--- config.mk ---
export PLATFORM = sky130hd
export DESIGN_NAME = dot8_stream_sched
export DESIGN_NICKNAME = d
export VERILOG_FILES = /design/src/rtl/gemm_sched_pkg.sv /design/src/rtl/sched_tag_pipe.sv /design/src/rtl/dot8_stream_sched.sv
export SDC_FILE = /design/constraint.sdc
export NUM_CORES = 1
export LEC_CHECK = 0
export BUFFER_PORTS_ARGS = -buffer_cell sky130_fd_sc_hd__buf_2
export CAP_MARGIN = 20
export CORE_MARGIN = 3
export CORE_UTILIZATION = 50
export CTS_CLUSTER_DIAMETER = 50
export CTS_CLUSTER_SIZE = 16
export DETAILED_ROUTE_END_ITERATION = 12
export HOLD_SLACK_MARGIN = 0.06
export PLACE_DENSITY = 0.8
export SYNTH_ARGS = -nofsm -noshare
export SYNTH_HDL_FRONTEND = slang
export SYNTH_HIERARCHICAL = 1
export SYNTH_SLANG_ARGS = --single-unit
--- constraint.sdc ---
create_clock -name clk -period 2.6 [get_ports clk]
set_input_delay 0.39 -clock clk [delete_from_list [all_inputs] [get_ports clk]]
set_output_delay 0.39 -clock clk [all_outputs]
set_load 0.01 [all_outputs]
--- src/rtl/gemm_sched_pkg.sv ---
// Shared types and width helpers for the dot-product stream sequencer.
package gemm_sched_pkg;

    localparam int unsigned LANES = 8;

    typedef enum logic [1:0] {
        IDLE  = 2'd0,
        FEED  = 2'd1,
        DRAIN = 2'd2,
        DONE  = 2'd3
    } sched_state_e;

    typedef struct packed {
        logic valid;
        logic last;
    } dp_tag_t;

    // Signed 8-lane dot product of DATA_WIDTH operands: product bits plus lane-sum growth.
    function automatic int unsigned res_width(input int unsigned data_width);
        return 2 * data_width + 3;
    endfunction

    // Accumulator wide enough to sum max_beats datapath results without overflow.
    function automatic int unsigned acc_width(input int unsigned data_width,
                                              input int unsigned max_beats);
        return res_width(data_width) + $clog2(max_beats);
    endfunction

endpackage

--- src/rtl/sched_tag_pipe.sv ---
// Enable-gated shift register carrying beat tags alongside the datapath pipeline.
module sched_tag_pipe
    import gemm_sched_pkg::*;
#(
    parameter int unsigned DEPTH = 3
) (
    input  logic    clk,
    input  logic    rst_n,
    input  logic    en,
    input  dp_tag_t din,
    output dp_tag_t dout
);

    dp_tag_t stage_q [DEPTH];

    // Shift tags one stage per enabled cycle; reset clears every stage.
    always_ff @(posedge clk or negedge rst_n) begin
        if (!rst_n) begin
            for (int i = 0; i < int'(DEPTH); i++) begin
                stage_q[i] <= '0;
            end
        end else if (en) begin
            stage_q[0] <= din;
            for (int i = 1; i < int'(DEPTH); i++) begin
                stage_q[i] <= stage_q[i-1];
            end
        end
    end

    assign dout = stage_q[DEPTH-1];

endmodule

--- src/rtl/dot8_stream_sched.sv ---
// Job sequencer for one 8-lane dot-product datapath: feeds beats, tracks
// in-flight tags and accumulates the per-beat results into one job result.
module dot8_stream_sched
    import gemm_sched_pkg::*;
#(
    parameter  int unsigned DATA_WIDTH = 8,
    parameter  int unsigned DP_LAT     = 3,
    parameter  int unsigned MAX_BEATS  = 256,
    localparam int unsigned RES_W      = res_width(DATA_WIDTH),
    localparam int unsigned LEN_W      = $clog2(MAX_BEATS + 1),
    localparam int unsigned ACC_W      = acc_width(DATA_WIDTH, MAX_BEATS),
    localparam int unsigned VEC_W      = LANES * DATA_WIDTH
) (
    input  logic                    clk,
    input  logic                    rst_n,
    input  logic                    cfg_start,
    input  logic [LEN_W-1:0]        cfg_len,
    output logic                    cfg_err,
    output logic                    busy,
    input  logic                    in_valid,
    output logic                    in_ready,
    input  logic [VEC_W-1:0]        in_a,
    input  logic [VEC_W-1:0]        in_b,
    output logic                    dp_ena,
    output logic [VEC_W-1:0]        dp_a,
    output logic [VEC_W-1:0]        dp_b,
    input  logic signed [RES_W-1:0] dp_res,
    output logic                    out_valid,
    input  logic                    out_ready,
    output logic signed [ACC_W-1:0] out_res
);

    sched_state_e state_q, state_d;
    logic [LEN_W-1:0] cnt_q, cnt_d;
    logic             err_d;
    logic             clr_acc;
    logic [VEC_W-1:0] a_d, b_d;
    dp_tag_t          tag_d, tag_q, tag_out;

    logic signed [ACC_W-1:0] acc_q;
    logic signed [ACC_W-1:0] res_ext;
    logic signed [ACC_W-1:0] acc_sum;
    logic                    len_ok;
    logic                    acc_en;
    logic                    last_exit;

    assign len_ok    = (cfg_len != '0) && (cfg_len <= LEN_W'(MAX_BEATS));
    assign res_ext   = ACC_W'(dp_res);
    assign acc_sum   = acc_q + res_ext;
    assign acc_en    = dp_ena && tag_out.valid;
    assign last_exit = acc_en && tag_out.last;

    // Next-state, beat counting and operand/tag selection.
    always_comb begin
        state_d = state_q;
        cnt_d   = cnt_q;
        err_d   = 1'b0;
        clr_acc = 1'b0;
        tag_d   = '0;
        a_d     = '0;
        b_d     = '0;
        case (state_q)
            IDLE: begin
                if (cfg_start) begin
                    if (len_ok) begin
                        cnt_d   = cfg_len;
                        clr_acc = 1'b1;
                        state_d = FEED;
                    end else begin
                        err_d = 1'b1;
                    end
                end
            end
            FEED: begin
                if (in_valid && in_ready) begin
                    a_d         = in_a;
                    b_d         = in_b;
                    tag_d.valid = 1'b1;
                    cnt_d       = cnt_q - LEN_W'(1);
                    if (cnt_q == LEN_W'(1)) begin
                        tag_d.last = 1'b1;
                        state_d    = DRAIN;
                    end
                end
            end
            DRAIN: begin
                if (last_exit) begin
                    state_d = DONE;
                end
            end
            DONE: begin
                if (out_ready) begin
                    state_d = IDLE;
                end
            end
            default: state_d = IDLE;
        endcase
    end

    // State and remaining-beat register.
    always_ff @(posedge clk or negedge rst_n) begin
        if (!rst_n) begin
            state_q <= IDLE;
            cnt_q   <= '0;
        end else begin
            state_q <= state_d;
            cnt_q   <= cnt_d;
        end
    end

    // Control outputs registered from the upcoming state so they track it exactly.
    always_ff @(posedge clk or negedge rst_n) begin
        if (!rst_n) begin
            in_ready  <= 1'b0;
            dp_ena    <= 1'b0;
            busy      <= 1'b0;
            out_valid <= 1'b0;
            cfg_err   <= 1'b0;
        end else begin
            in_ready  <= (state_d == FEED);
            dp_ena    <= (state_d == FEED) || (state_d == DRAIN);
            busy      <= (state_d != IDLE);
            out_valid <= (state_d == DONE);
            cfg_err   <= err_d;
        end
    end

    // Operand drive stage; the tag launched with each beat rides with it.
    always_ff @(posedge clk or negedge rst_n) begin
        if (!rst_n) begin
            dp_a  <= '0;
            dp_b  <= '0;
            tag_q <= '0;
        end else if (dp_ena) begin
            dp_a  <= a_d;
            dp_b  <= b_d;
            tag_q <= tag_d;
        end
    end

    sched_tag_pipe #(
        .DEPTH (DP_LAT)
    ) u_tag_pipe (
        .clk   (clk),
        .rst_n (rst_n),
        .en    (dp_ena),
        .din   (tag_q),
        .dout  (tag_out)
    );

    // Accumulate valid beats; the last beat's sum becomes the held job result.
    always_ff @(posedge clk or negedge rst_n) begin
        if (!rst_n) begin
            acc_q   <= '0;
            out_res <= '0;
        end else begin
            if (clr_acc) begin
                acc_q <= '0;
            end else if (acc_en) begin
                acc_q <= acc_sum;
            end
            if (last_exit) begin
                out_res <= acc_sum;
            end
        end
    end

endmodule

==> qor.csv, run 1 <==
metric;value;unit
minimum clock period after layout;2470;ps
YS warnings;6;
Min-Delay Path Class;in2reg;
die height;143;um
die width;143;um
routed wire length;27500;um
Setup Skew;15.7;ps
Max-Cap Viols;0;
M1 GR Usage;0.335;
CP max FO;4;
Final Max Slew Viols;0;
first drt pass iteration count;5;
clock buffer depth;3;
fillers;1412;
non-filler cells, final;1421;
post-synth top area cell;dfrtp_1;
count leader, synth;dfrtp_1;
met2 usage;0.429;
GRT overflow;0;
Core Area;18100;sq um
DRC violations left;0;
post-synthesis cell type count;58;
hold_sp;in_b[27];
post-CTS setup buffers;0;
Seq/Total Area, Yosys;0.551;
pwr/cell area;1200;nW/um^2
Main synth FF type;dfrtp_1;
htree depth;1;
share of cells above drive strength 1;0.339;
reg2reg path depth;8;
CP Data Required Time;3020;ps
Top Usage Layer GRT;met2;
Reg-to-Reg Start;acc_q[1];
Hold Fails Final Rpt;0;
Hold Path Depth;2;
maximum clock frequency;405;MHz
die footprint;20400;sq um
status;complete, no violations;
Worst-path clk slew;70;ps
max incr delay on CP;400;ps
vias per cell;5.71;
Layout Nets;1364;
RR Endpoint;acc_q[25];
IO Port Bufs;320;
setup TNS;0;ps
first-pass GRT wire length;42800;um
FF+latch count, synth;206;
final setup violation count;0;
CP Launch Type;register;
Post-DP HPWL;20000;um
root buf cell;clkbuf_16;
All-Layer GR Usage;0.261;
R2R setup slack;130;ps
worst skew pair latency;500;ps
top post-synthesis cells by area;dfrtp_1, a22o_1, ha_1;
Routability Congestion;0.933;
Async S/R FF share, synth;1.00;
Crit path arrival time;2890;ps
crit-path cells;ha_1, a21o_1, and4_1, o211ai_1, a21oi_2, o21ai_0, mux2_2, o22ai_1;
synthesized net count;1051;
initial antenna violation count;4;
Least-Margin Pin Slew;693;ps
slowest cell on the critical path;dfrtp_1;
Max VDD drop;0.767;mV
CP endpoint kind;register;
DR WL/cell;19.4;um
Synth Instances;858;
Leak;6.36;nW
Hold EP;dp_b[27];
Num Clock Sinks;206;
Starting DRT DRC Count;440;
period utilization;0.951;
Syn-to-layout area delta;29.3;%
starting density of the core;0.516;
DP Cell Count;1374;
average size of a mapped cell;10.9;sq um
Commonest cells post-synth;dfrtp_1, a22o_1, nand2_1, o21ai_0, nor2_1;
max_slew headroom;0.537;
largest net degree at the start of global routing;130;
share of Yosys cell area claimed by the top area cell type;0.551;
synthesized area;9360;sq um
CTS tree;yes;
Std-Cell Rows;49;
CTS Buf Count;23;
critical path class;reg2reg;
met3 GRT Util;0.0807;
number of synthesized flops with an enable pin;0;
Vias;8110;
top-level port count;321;
vias in the first global route;8049;
remaining antenna violation count;0;
-- sequential cells by signal, summed over array words and instances, names as in the netlist --
register,flops
u_tag_pipe/dout,2
dp_b,64
busy,1
state_q,2
out_valid,1
cnt_q,9
out_res,27
dp_a,64
cfg_err,1
dp_ena,1
acc_q,27
in_ready,1
u_tag_pipe/stage_q,4
tag_q,2
-- placed cells by master, fill, tap and decap left out, types with 6 or more instances in the layout --
master     instances
nand2_1           78
and2_1             8
a31oi_1            7
a211oi_1           6
clkbuf_16         23
nor2_1            54
xor2_1            14
a21oi_1           49
o21ai_0           65
buf_2            319
nand3_1           18
nor3_1            12
inv_1             13
ha_1              31
a21o_1            16
buf_4             19
nand4_1            6
nor4_1             6
a22o_1           128
dfrtp_1          206
and3_1             6
buf_12             6
mux2_4             6
-- layer usage --
metal,wire (um),part of all wire,up-vias
li1,-,-,3782
met1,10800,0.39,3949
met2,13500,0.49,333
met3,2540,0.092,46
met4,623,0.023,0
met5,0,0,-
-- critical path, delay by kind of cell, from the launching register on --
| kind | cells | cell delay, ps |
|---|---|---|
| AOI/OAI and AO/OA | 5 | 1110 |
| muxes | 1 | 370 |
| adders and majority gates | 1 | 280 |
| DFF | 1 | 400 |
| and+or+nand+nor | 1 | 240 |
-- worst max-delay path by stage --
stage / endpoint / start / slack (ps)
3_3_place_gp: acc_q[26] / dp_res[0] / 80
4_1_cts: acc_q[26] / acc_q[0] / 140
3_5_place_dp: acc_q[26] / dp_res[18] / 10
5_1_grt: out_res[24] / acc_q[0] / -8
6_report: acc_q[25] / acc_q[1] / 130
2_1_floorplan: acc_q[26] / dp_res[18] / 300
-- cells by family (layout without fill, tap and decap cells) --
family                     after synthesis  in the layout  synth area share
muxes                                   10             10            0.0142
DFF                                    206            206             0.551
and+or+nand+nor                        215            215             0.107
xor gates and xnor gates                19             19            0.0178
AOI/OAI and AO/OA                      304            304             0.234
adders and majority gates               32             32            0.0436
other                                    0              5                 0
buffers and inverters                   72            401            0.0317
-- through the flow --
step	power (mW)	hold slack (ps)	area, sq um	worst slack (ps)	utilization
after floorplan	8.93	94.4	9360	305	-
after global placement	11.1	445	11300	76.6	0.622
after detailed placement	11.2	456	11300	14.1	0.622
after CTS	14.6	81.1	12100	136	0.665
after global routing	15.6	86.1	12100	-7.56	0.667
final	14.6	102	12100	129	0.667
-- what timing repair did --
item                                    4_1_cts  5_1_grt
gates resized for setup                       0        4
endpoints found under the setup margin        0        5
hold buffers                                  1        0
endpoints found under the hold margin        71        0
-- final cells by class --
| class | count | area (sq um) | area share |
|---|---|---|---|
| Sequential cell | 206 | 5150 | 0.426 |
| Tap cell | 229 | 287 | 0.0237 |
| Inverter | 14 | 55.1 | 0.00455 |
| Multi-Input combinational cell | 580 | 3930 | 0.325 |
| Clock inverter | 13 | 164 | 0.0135 |
| Clock buffer | 28 | 614 | 0.0508 |
| Timing Repair Buffer | 346 | 1880 | 0.156 |
| Antenna cell | 5 | 12.5 | 0.00103 |
-- where the power goes --
| group | switching (mW) | internal [mW] | leakage (nW) | total [mW] |
|---|---|---|---|---|
| clock network | 1.37 | 1.93 | 0.375 | 3.30 |
| logic | 3.59 | 2.54 | 3.41 | 6.12 |
| registers | 0.756 | 4.39 | 2.58 | 5.14 |
| total | 5.71 | 8.85 | 6.36 | 14.6 |
No activity file was read; power rests on OpenSTA's default activity.
==> run 2: changes to the inputs <==
--- a/config.mk
+++ b/config.mk
@@ -12,3 +12,3 @@
 export CTS_CLUSTER_DIAMETER = 50
-export CTS_CLUSTER_SIZE = 16
+export CTS_CLUSTER_SIZE = 28
 export DETAILED_ROUTE_END_ITERATION = 12
==> constraint.sdc (replaced) <==
create_clock -name clk -period 2.6 [get_ports clk]
set_input_delay 0.13 -clock clk [delete_from_list [all_inputs] [get_ports clk]]
set_output_delay 0.13 -clock clk [all_outputs]
set_load 0.01 [all_outputs]
==> qor.csv, run 2 (synthesis gave the netlist of run 1 again) <==
metric;value;unit;change
final setup violation count;0;;unchanged
cell family with most CP delay;compound AO/OA/AOI/OAI gates;;unchanged
largest net degree at the start of global routing;130;;unchanged
DRC violations left;0;;unchanged
die height;143;um;unchanged
starting density of the core;0.516;;unchanged
clock buffer depth;3;;unchanged
Crit path arrival time;2860;ps;was 2890 ps
maximum clock frequency;406;MHz;was 405 MHz
first drt pass iteration count;5;;unchanged
critical path class;reg2reg;;unchanged
worst path bufs/invs;1;;was 0
share of cells above drive strength 1;0.301;;was 0.339
Num Clock Sinks;206;;unchanged
commonest non-fill, non-tap cell in the layout;buf_2;;unchanged
die footprint;20400;sq um;unchanged
setup TNS;0;ps;unchanged
Max VDD drop;0.666;mV;was 0.767 mV
DR WL/cell;20.9;um;was 19.4 um
reg2reg path depth;10;;was 8
remaining antenna violation count;0;;unchanged
Core Util, Final;0.739;;was 0.667
worst setup margin;140;ps;was 129 ps
Post-DP HPWL;20000;um;about the same
max incr delay on CP;400;ps;about the same
CP max FO;4;;unchanged
period utilization;0.946;;was 0.951
Final Max Slew Viols;0;;unchanged
crit-path cells;ha_1, inv_1, fa_1, nor2b_1, o2111ai_2, a21o_1, and4bb_1, nor3b_2, a2111o_1, o21ai_2;;was ha_1, a21o_1, and4_1, o211ai_1, a21oi_2, o21ai_0, mux2_2, o22ai_1
vias per cell;5.85;;was 5.71
All-Layer GR Usage;0.308;;was 0.261
CTS Buf Count;22;;was 23
worst skew pair latency;520;ps;was 500 ps
CTS tree;yes;;unchanged
Crit path depth;10;;was 8
status;complete, no violations;;unchanged
top-level port count;321;;unchanged
most frequent cells in the layout;buf_2, dfrtp_1, dlygate4sd3_1;;was buf_2, dfrtp_1, a22o_1
post-CTS setup buffers;0;;unchanged
Core Area;18100;sq um;unchanged
Leak;6.88;nW;was 6.36 nW
max_slew headroom;0.528;;was 0.537
Hold Path Depth;4;;was 2
Layout Nets;1495;;was 1364
Least-Margin Pin Slew;706;ps;was 693 ps
Worst-path clk slew;70;ps;about the same
root buf cell;clkbuf_16;;unchanged
routed wire length;32400;um;was 27500 um
Min-Delay Path Class;in2reg;;unchanged
die width;143;um;unchanged
Vias;9086;;was 8110
CP Data Required Time;3000;ps;was 3020 ps
htree depth;1;;unchanged
IO Port Bufs;320;;unchanged
PnR Total Power;14.8;mW;was 14.6 mW
first-pass GRT wire length;49700;um;was 42800 um
initial antenna violation count;4;;unchanged
pwr/cell area;1110;nW/um^2;was 1200 nW/um^2
largest registers;dp_a x64, dp_b x64;;unchanged
minimum clock period after layout;2460;ps;was 2470 ps
Hold Fails Final Rpt;0;;unchanged
Setup Skew;14.6;ps;was 15.7 ps
Syn-to-layout area delta;43.2;%;was 29.3%
non-filler cells, final;1552;;was 1421
Routability Congestion;0.894;;was 0.933
Std-Cell Rows;49;;unchanged
GRT overflow;0;;unchanged
pre-CTS setup slack;80.0;ps;was 14.1 ps
slowest cell on the critical path;fa_1;;was dfrtp_1
CP endpoint kind;register;;unchanged
vias in the first global route;9378;;was 8049
Starting DRT DRC Count;589;;was 440
CP Launch Type;register;;unchanged
Max-Cap Viols;0;;unchanged
DP Cell Count;1367;;was 1374
fillers;1233;;was 1412
==> run 2: cell type report <==
cell class / instances / area, sq um / share of cell area
clock inverter: 14 / 166 / 0.0124
inverter: 14 / 55.1 / 0.00411
clock buffer: 25 / 582 / 0.0434
timing repair buffer: 478 / 3210 / 0.239
sequential: 206 / 5150 / 0.385
antenna: 6 / 15.0 / 0.00112
multi-input combinational: 580 / 3930 / 0.294
tap: 229 / 287 / 0.0214
==> run 2: final timing paths <==
path,startpoint,to,slack (ps)
hold / removal,dp_res[0],out_res[0],110
setup / recovery,acc_q[0],acc_q[26],140
max in group asynchronous,rst_n,dp_b[50],1570
min in group asynchronous,rst_n,out_res[22],180
setup reg to reg,acc_q[0],acc_q[26],140
hold reg to reg,out_res[15],out_res[15],460
==> run 2: tightest hold or removal path, cell delays in order <==
cell and delay (ps):
buf_2 120, ha_1 170, nand2_1 100, nand2_1 70
==> run 2: repair_timing <==
item / CTS / global route
endpoints found under the hold margin: 207 / 0
hold buffers: 140 / 0
resized for setup: 0 / 5
endpoints found under the setup margin: 0 / 14
==> run 2: metal layers <==
layer  global-route usage  up-vias  part of all wire
met5                    0        -           0.00043
met4                0.131        2             0.048
met3               0.0814      121             0.083
met2                0.526      473              0.50
li1                     -     4051                 -
met1                0.368     4439              0.37
==> run 2: metrics by stage <==
step | instance area, sq um | hold WS (ps)
2_1_floorplan | 9360 | -166
3_3_place_gp | 11200 | 184
3_5_place_dp | 11200 | 176
4_1_cts | 13400 | 66.3
5_1_grt | 13400 | 94.4
6_report | 13400 | 107
==> run 2: power breakdown <==
part	switching, mW	total, mW	leakage, nW	internal, mW
sequential	0.855	5.24	2.58	4.39
combinational	3.77	6.39	3.95	2.62
clock	1.51	3.21	0.353	1.70
total	6.13	14.8	6.88	8.71
==> run 3: changes to the inputs <==
PLACE_DENSITY = default   (was 0.8)
PLACE_DENSITY_LB_ADDON = 0.15   (was default)
==> qor.csv, run 3 (synthesis gave the netlist of run 1 again) <==
metric;value;unit;change
IO Port Bufs;320;;unchanged
share of cells above drive strength 1;0.303;;was 0.301
die footprint;20400;sq um;unchanged
final setup violation count;0;;unchanged
DRC violations left;0;;unchanged
die height;143;um;unchanged
vias per cell;5.64;;was 5.85
Reg power frac;0.353;;about the same
first-pass GRT wire length;47600;um;was 49700 um
commonest non-fill, non-tap cell in the layout;buf_2;;unchanged
non-filler cells, final;1554;;was 1552
area of the multi-input gates;3950;sq um;was 3930 sq um
most frequent cells in the layout;buf_2, dfrtp_1, dlygate4sd3_1;;unchanged
Min-Delay Path Class;in2reg;;unchanged
CTS tree;yes;;unchanged
Vias;8771;;was 9086
starting density of the core;0.516;;unchanged
largest registers;dp_a x64, dp_b x64;;unchanged
routed wire length;30900;um;was 32400 um
max_slew headroom;0.551;;was 0.528
post-CTS setup buffers;0;;unchanged
Routability Congestion;0.907;;was 0.894
Core Area;18100;sq um;unchanged
largest net degree at the start of global routing;130;;unchanged
CTS Buf Count;21;;was 22
Logic pwr share;0.428;;was 0.431
CP Launch Type;register;;unchanged
worst path bufs/invs;0;;was 1
Reg-to-Reg Start;acc_q[4];;was acc_q[0]
Least-Margin Pin Slew;671;ps;was 706 ps
period utilization;0.949;;was 0.946
hold_sp;dp_res[1];;was dp_res[0]
fillers;1232;;was 1233
minimum clock period after layout;2470;ps;was 2460 ps
GRT overflow;0;;unchanged
Finished Cell Area;13400;sq um;about the same
Cell Area, Placed;11200;sq um;about the same
Critical path origin;acc_q[4];;was acc_q[0]
DR WL/cell;19.9;um;was 20.9 um
Starting DRT DRC Count;580;;was 589
max incr delay on CP;380;ps;was 400 ps
maximum clock frequency;405;MHz;was 406 MHz
Syn-to-layout area delta;43.4;%;was 43.2%
clock share of power;0.218;;was 0.216
Hold Fails Final Rpt;0;;unchanged
initial antenna violation count;4;;unchanged
Layout Nets;1496;;was 1495
internal power;8.69;mW;was 8.71 mW
Max-Cap Viols;0;;unchanged
FF/Latch Area;5150;sq um;unchanged
CP max FO;4;;unchanged
Final Max Slew Viols;0;;unchanged
root buf cell;clkbuf_16;;unchanged
Sw Pwr;5.99;mW;was 6.13 mW
clock buffer depth;3;;unchanged
Max VDD drop;0.610;mV;was 0.666 mV
status;complete, no violations;;unchanged
sw frac;0.408;;was 0.413
DP Cell Count;1368;;was 1367
first drt pass iteration count;5;;unchanged
cell family with most CP delay;compound AO/OA/AOI/OAI gates;;unchanged
Worst-path clk slew;80;ps;was 70 ps
Setup Skew;21.0;ps;was 14.6 ps
pwr/cell area;1090;nW/um^2;was 1110 nW/um^2
Std-Cell Rows;49;;unchanged
slowest cell on the critical path;dfrtp_1;;was fa_1
die width;143;um;unchanged
CP endpoint kind;register;;unchanged
vias in the first global route;8938;;was 9378
critical path class;reg2reg;;unchanged
Num Clock Sinks;206;;unchanged
worst skew pair latency;520;ps;about the same
All-Layer GR Usage;0.292;;was 0.308
CP Data Required Time;3030;ps;was 3000 ps
htree depth;1;;unchanged
Leak;6.89;nW;was 6.88 nW
crit-path cells;ha_1, a21o_1, a31o_2, o211ai_1, a21oi_2, o21ai_0, mux2_2, o22ai_1;;was ha_1, inv_1, fa_1, nor2b_1, o2111ai_2, a21o_1, and4bb_1, nor3b_2, a2111o_1, o21ai_2
remaining antenna violation count;0;;unchanged
top-level port count;321;;unchanged
Post-DP HPWL;19700;um;was 20000 um
Crit path arrival time;2900;ps;was 2860 ps
[run 3: repair_timing]
item,in CTS,in global routing
hold buffers,141,0
gates resized for setup,0,7
endpoints found under the hold margin,204,0
endpoints found under the setup margin,0,10
[run 3: per-layer routing]
layer / up-vias / routed length, um / global-route usage
met4: 0 / 1060 / 0.109
li1: 4053 / - / -
met1: 4253 / 12000 / 0.362
met2: 383 / 15800 / 0.504
met3: 82 / 2090 / 0.0620
met5: - / 0 / 0
[run 3: final timing paths]
path                                to  slack, ps  cells past startpoint
max                          acc_q[25]        130                      8
min                         out_res[1]        160                      4
max reg2reg                  acc_q[25]        130                      8
min reg2reg                out_res[15]        470                      2
max in group asynchronous     cnt_q[7]       1550                      3
min in group asynchronous    acc_q[11]        190                      2
[run 3: power by group through the flow]
stage	Clock [mW]	Sequential, mW	Combinational (mW)
CTS	3.26	5.12	6.17
finish	3.21	5.19	6.29
global placement	0	5.13	5.88
detailed placement	0	5.12	6.00
global route	3.39	5.32	6.92
floorplan	0	5.47	3.46
[run 3: stage by stage]
stage / hold slack (ps) / TNS, ps / utilization / setup WS (ps) / total power, mW
after global routing: 195 / -5.41 / 0.739 / -5.41 / 15.6
after global placement: 182 / 0 / 0.618 / 142 / 11.0
after CTS: 153 / 0 / 0.737 / 62.0 / 14.5
after floorplan: -166 / 0 / - / 347 / 8.93
after detailed placement: 180 / 0 / 0.618 / 93.9 / 11.1
final: 163 / 0 / 0.740 / 133 / 14.7
[run 3: area by class of cell]
class	instances	share of cell area
Antenna cell	7	0.00130
Clock buffer	21	0.0391
Clock inverter	17	0.0166
Inverter	14	0.00401
Multi-Input combinational cell	580	0.294
Sequential cell	206	0.384
Tap cell	229	0.0213
Timing Repair Buffer	480	0.239
[run 3: worst reg2reg max path, cell delays in order, from the launching register on]
cell and delay [ps]:
dfrtp_1 380, ha_1 300, a21o_1 190, a31o_2 240
o211ai_1 250, a21oi_2 130, o21ai_0 370, mux2_2 380
o22ai_1 140
